$ cat src/rtl/sm3_msg_expand.sv
// SM3 message expansion: captures one padded 512-bit block and streams the
// 64 round pairs (W_j, W'_j) through a 16-word sliding window.
module sm3_msg_expand (
  input  logic         clk,
  input  logic         rst,
  input  logic         blk_valid,
  output logic         blk_ready,
  input  logic [0:511] blk,
  output logic         w_valid,
  input  logic         w_ready,
  output logic [31:0]  w_j,
  output logic [31:0]  wp_j,
  output logic [5:0]   round,
  output logic         last
);

  typedef enum logic {
    IDLE,
    RUN
  } state_t;

  state_t      state_q, state_d;
  logic [31:0] win_q [16];
  logic [31:0] win_d [16];
  logic [5:0]  round_q, round_d;

  function automatic logic [31:0] rotl(input logic [31:0] x, input int unsigned n);
    return (x << n) | (x >> (32 - n));
  endfunction

  function automatic logic [31:0] p1(input logic [31:0] x);
    return x ^ rotl(x, 15) ^ rotl(x, 23);
  endfunction

  // Next-state: block capture in IDLE, window shift and expansion per transfer in RUN
  always_comb begin
    state_d = state_q;
    round_d = round_q;
    win_d   = win_q;
    case (state_q)
      IDLE: begin
        if (blk_valid) begin
          for (int unsigned i = 0; i < 16; i++) begin
            win_d[i] = blk[32*i +: 32];
          end
          round_d = '0;
          state_d = RUN;
        end
      end
      RUN: begin
        if (w_ready) begin
          for (int unsigned i = 0; i < 15; i++) begin
            win_d[i] = win_q[i+1];
          end
          win_d[15] = p1(win_q[0] ^ win_q[7] ^ rotl(win_q[13], 15))
                      ^ rotl(win_q[3], 7) ^ win_q[10];
          round_d   = round_q + 6'd1;
          if (round_q == 6'd63) begin
            round_d = '0;
            state_d = IDLE;
          end
        end
      end
      default: state_d = IDLE;
    endcase
  end

  // State, round counter and window registers; reset clears everything
  always_ff @(posedge clk) begin
    if (rst) begin
      state_q <= IDLE;
      round_q <= '0;
      for (int unsigned i = 0; i < 16; i++) begin
        win_q[i] <= '0;
      end
    end else begin
      state_q <= state_d;
      round_q <= round_d;
      win_q   <= win_d;
    end
  end

  assign blk_ready = (state_q == IDLE);
  assign w_valid   = (state_q == RUN);
  assign w_j       = win_q[0];
  assign wp_j      = win_q[0] ^ win_q[4];
  assign round     = round_q;
  assign last      = (state_q == RUN) && (round_q == 6'd63);

endmodule

$ cat config.mk
export PLATFORM = sky130hd
export DESIGN_NAME = sm3_msg_expand
export DESIGN_NICKNAME = d
export VERILOG_FILES = /design/src/rtl/sm3_msg_expand.sv
export SDC_FILE = /design/constraint.sdc
export NUM_CORES = 1
export LEC_CHECK = 0
export CAP_MARGIN = 0
export CORE_ASPECT_RATIO = 0.9
export CORE_MARGIN = 5
export CORE_UTILIZATION = 52
export CTS_CLUSTER_DIAMETER = 200
export DETAILED_ROUTE_END_ITERATION = 16
export HOLD_SLACK_MARGIN = 0.05
export PLACE_DENSITY = 0.8
export RECOVER_POWER = 50
export SYNTH_ARGS = -nofsm -noshare
export SYNTH_HDL_FRONTEND = slang
export SYNTH_SLANG_ARGS = --single-unit
export TNS_END_PERCENT = 5
$ cat constraint.sdc
create_clock -name clk -period 2.55 [get_ports clk]
set_clock_uncertainty 0.2 [all_clocks]
set_input_delay 0.3825 -clock clk [delete_from_list [all_inputs] [get_ports clk]]
set_output_delay 0.3825 -clock clk [all_outputs]
set_load 0.02 [all_outputs]
* Word level (Yosys, flattened, before mapping)
Index checks and enable logic that the tools add are counted.
Storage, ports and cells: register bits 519, input bits 516, output and inout bits 73, word-level logic and storage cells 47
Operators by class: eq/ne operators 3, add/subtract/negate cells 1, mux-type cells 11, reductions and logical operators 2, bitwise logic cells 12
Operator list (count):
- $mux W512 | 2
- $pmux W512 S2 | 1
- $xor A32 B32 Y32 | 7
- $or A32 B15 Y32 | 2
- $or A32 B23 Y32 | 1
- $or A32 B7 Y32 | 1
- $mux W6 | 3
- $pmux W6 S2 | 1
- $add A6 B1 Y6 const B | 1
- $eq A6 B6 Y1 const B | 1
- $ne A2 B2 Y1 const B | 2
- $mux W1 | 3
- $pmux W1 S2 | 1
- $reduce_and A2 Y1 | 1
- $logic_and A1 B1 Y1 | 1
- $not A1 Y1 | 1

* Logic depth before layout (Yosys ltp)
word-level depth 9, mapped depth 8, mapped depth without buffers 5

* Least setup slack after synthesis
OpenSTA, ideal clock, no wires.
path type register to register, start point register state_q (netlist: w_valid), end point register win_q[414] in the netlist's numbering, stages on the path, launching flop included 8, data required time 2269 ps, setup time 81 ps, period minus slack after synthesis 1988 ps, data arrival time 1706 ps, setup slack 562 ps, cells stage by stage dfxtp_1 buf_4 mux2_1 buf_4 buf_6 buf_6 buf_4 a211oi_2
Between the ends: cells in the longest elaborated chain, start to end 3, elaborated cells on any way between the ends 5, those cells by class eq/ne: 2; mux: 1; bitwise: 1; reduce/logical: 1
Ends and longest elaborated chain:
- start, declared | RTL line 22 | state_t state_q, state_d;
- start signal, assigned | RTL line 77 | state_q <= state_d;
- $not A1 Y1 | RTL line 40 | case (state_q)
- $ne A2 B2 Y1 (no line)
- $reduce_and A2 Y1 (no line)
- end signal, assigned | RTL line 79 | win_q <= win_d;
- end, declared | RTL line 23 | logic [31:0] win_q [16];
Several ways; a longest one is shown, not always the timed one. A chain may end at the register's enable or synchronous reset.

* Worst setup path in the final report
start point register win_q (netlist bit w_j[10]), end point output port w_j[10]
RTL lines:
- end, declared | RTL line 11 | output logic [31:0] w_j,
No word-level cell between the ends.

==> results.json <==
{
  "fmax_ghz": 0.395,
  "start_kind": "flop",
  "synth_flop_cell": "dfxtp_1",
  "critPathMaxStageDelay_ps": 760,
  "drtIter0Drc": 1975,
  "tns_ps": 0,
  "setup_viol": 0,
  "dp_cells": 3714,
  "cp.depth": 1,
  "synth_edf_count": 0,
  "place.gp.congestion": 0.964,
  "rsz0062_at_grt": "no",
  "dieArea_sq_um": 58200,
  "crit_type": "reg -> out",
  "min_from": "blk[161]",
  "routed_wl_microns": 104000,
  "powerDensity_nw_per_um2": 714,
  "whs_endpoint": "win_q[350]",
  "clk_latency_ps": 610,
  "reg2regPathDepth": 5,
  "via_per_inst": 5.80,
  "num_io_pins": 589,
  "instances_no_fill": 3817,
  "port_buffers": 588,
  "ys_types": 36,
  "synth_seq_cells": 519,
  "ys_seq_area_share_pct": 37.4,
  "cap_violations": 0,
  "synthesis.area_sq_um": 27800,
  "grt_pass1_vias": 22000,
  "antenna_found_initial": 10,
  "hold_depth": 3,
  "ant_nets": 0,
  "slowest_stage": "clkdlybuf4s50_1",
  "cts_made_buffers": 54,
  "clockRootBuffer": "clkbuf_16",
  "post-route-period-util_pct": 99.4,
  "syn_inst": 2543,
  "slew_viol_final": 0,
  "num_rows": 80,
  "grt_max_degree": 78,
  "cp_top_family": "buffers and inverters",
  "synthArstFlopShare_pct": 0,
  "critical_path_arrival_ps": 1950,
  "clk_pin_slew_ps": 60,
  "crit_start": "w_j[10]",
  "relSlewSlack_pct": 12.8,
  "hold_ws_ps": 220,
  "cts_tree": "built",
  "fin_crit_ps": 2530,
  "worst-path-buf-inv": 1,
  "grt_pass1_wl_microns": 147000,
  "drc": 0,
  "hold_path_class": "in -> reg",
  "nNetsFinal": 3591,
  "syn-num-nets": 3060,
  "timing.rr.end": "win_q[150]",
  "rrSetupSlack_ps": 120,
  "syn2layout_area_growth_pct": 26.7,
  "leakage_nw": 13.8,
  "fillers": 4137,
  "cp_max_fo": 4,
  "ir_drop_uv": 519,
  "drive_gt1_share_pct": 18.9,
  "firstDrtPassIters": 5,
  "ys.warnings.count": 0,
  "hold_violations": 0,
  "grt_use_total_pct": 34.0,
  "hpwl_microns": 83000,
  "initial_core_util_pct": 52.5,
  "worst_ep_required_time_ps": 1970,
  "clock_sinks": 519,
  "tightest_slew_ps": 1310,
  "routedWlPerCell_microns": 27.3,
  "worst_setup_path_end_kind": "primary output",
  "cts.path.max_buffers": 3,
  "worst_r2r_startpoint": "w_valid",
  "avgSynthCellArea_sq_um": 10.9,
  "htreeDepth": 2,
  "placed_cell_area_sq_um": 34600,
  "globalRouteOverflowTotal": 0,
  "path_cells": "clkdlybuf4s50_1",
  "coreArea_sq_um": 53000,
  "fin_area_sq_um": 35200,
  "fin_util_pct": 66.5,
  "num_vias": 22100,
  "status": "finished, final reports clean",
  "die_w_microns": 254,
  "die_h_microns": 229
}
-- through the flow --
stage               total power, mW  setup slack [ps]
finish                         25.1              16.0
global route                   25.9             0.604
CTS                            25.4              -161
detailed placement             17.2              80.3
global placement               17.1               137
floorplan                      14.3               562
-- synth_stat cells (2+ instances only) --
library cell	count	share of area (%)
a211oi_2	480	22
clkbuf_1	151	2.0
buf_1	2	0.027
buf_4	46	1.2
mux2i_1	480	17
nand2_1	4	0.054
dfxtp_1	519	37
buf_12	2	0.14
a21oi_1	4	0.072
buf_6	53	2.1
nor2_4	4	0.16
buf_2	3	0.054
nor2_1	548	7.4
xnor3_2	12	1.0
xnor2_2	12	0.70
a2111oi_2	32	1.7
nand3_1	3	0.054
nor3_1	2	0.036
xnor3_1	20	1.6
xnor2_1	52	1.6
dlygate4sd1_1	3	0.095
xor2_1	96	3.0
a311oi_1	2	0.063
-- cell families after synthesis --
logic type	count (synthesis)	share of synthesized area, %
adders and majority gates	1	0.0450
buffers and inverters	263	5.86
AOI/OAI and AO/OA	523	23.6
xor gates and xnor gates	192	8.01
and+or+nand+nor	564	7.79
DFF	519	37.4
muxes	481	17.3
-- worst max-delay path by stage --
stage	endpoint	slack, ps
6_report	w_j[10]	20
5_1_grt	wp_j[15]	0.6
4_1_cts	last	-160
3_5_place_dp	win_q[248]	80
3_3_place_gp	win_q[271]	140
2_1_floorplan	win_q[414]	560
-- worst register-to-register path, cell delays in order (launching register included) --
cell	delay, ps
dfxtp_4	370
mux2_2	750
buf_12	280
buf_4	370
nor2_1	100
a211oi_1	250
-- registers in the layout, summed over array words and instances, names as in the netlist --
signal	cells
round	6
w_j	32
w_valid	1
win_q	480
-- power by group --
| group | internal (mW) | leakage [nW] | switching, mW |
|---|---|---|---|
| registers | 8.93 | 4.32 | 0.975 |
| logic | 3.26 | 8.54 | 3.70 |
| clock network | 4.90 | 0.916 | 3.38 |
-- layout by cell type, fill, tap and decap left out, types with 20 or more instances in the layout --
cell type,count
dfxtp_1,500
a2111oi_2,32
a211oi_1,207
nor2_1,548
xor2_1,96
clkbuf_16,56
clkdlybuf4s50_1,566
xnor3_1,20
mux2i_1,480
buf_12,29
buf_4,85
a211oi_2,273
xnor2_1,52
-- cell type report --
class / count / area [sq um] / area share [%]
Sequential cell: 519 / 10400 / 29.6
Antenna cell: 7 / 17.5 / 0.0497
Multi-Input combinational cell: 1761 / 14800 / 41.9
Clock inverter: 16 / 213 / 0.604
Tap cell: 697 / 872 / 2.48
Clock buffer: 79 / 1630 / 4.62
Inverter: 1 / 3.75 / 0.0107
Timing Repair Buffer: 737 / 7320 / 20.8
-- timing repair --
item,in CTS,in global routing
hold buffers,1,0
gates resized for setup,36,7
endpoints found under the setup margin,32,4
hold endpoints to repair,22,0
setup buffers,0,0
-- routing by layer --
layer  up-vias  part of all wire, %  wire length (microns)  global-route usage [%]
met4         6                  3.5                   3640                    10.3
met3       192                  7.5                   7860                    5.99
met2       969                   46                  48500                    55.3
met5         -                0.034                     36                       0
li1      10200                    -                      -                       -
met1     10800                   43                  44400                    46.5
Note: power is estimated with default switching activity, not from simulation.
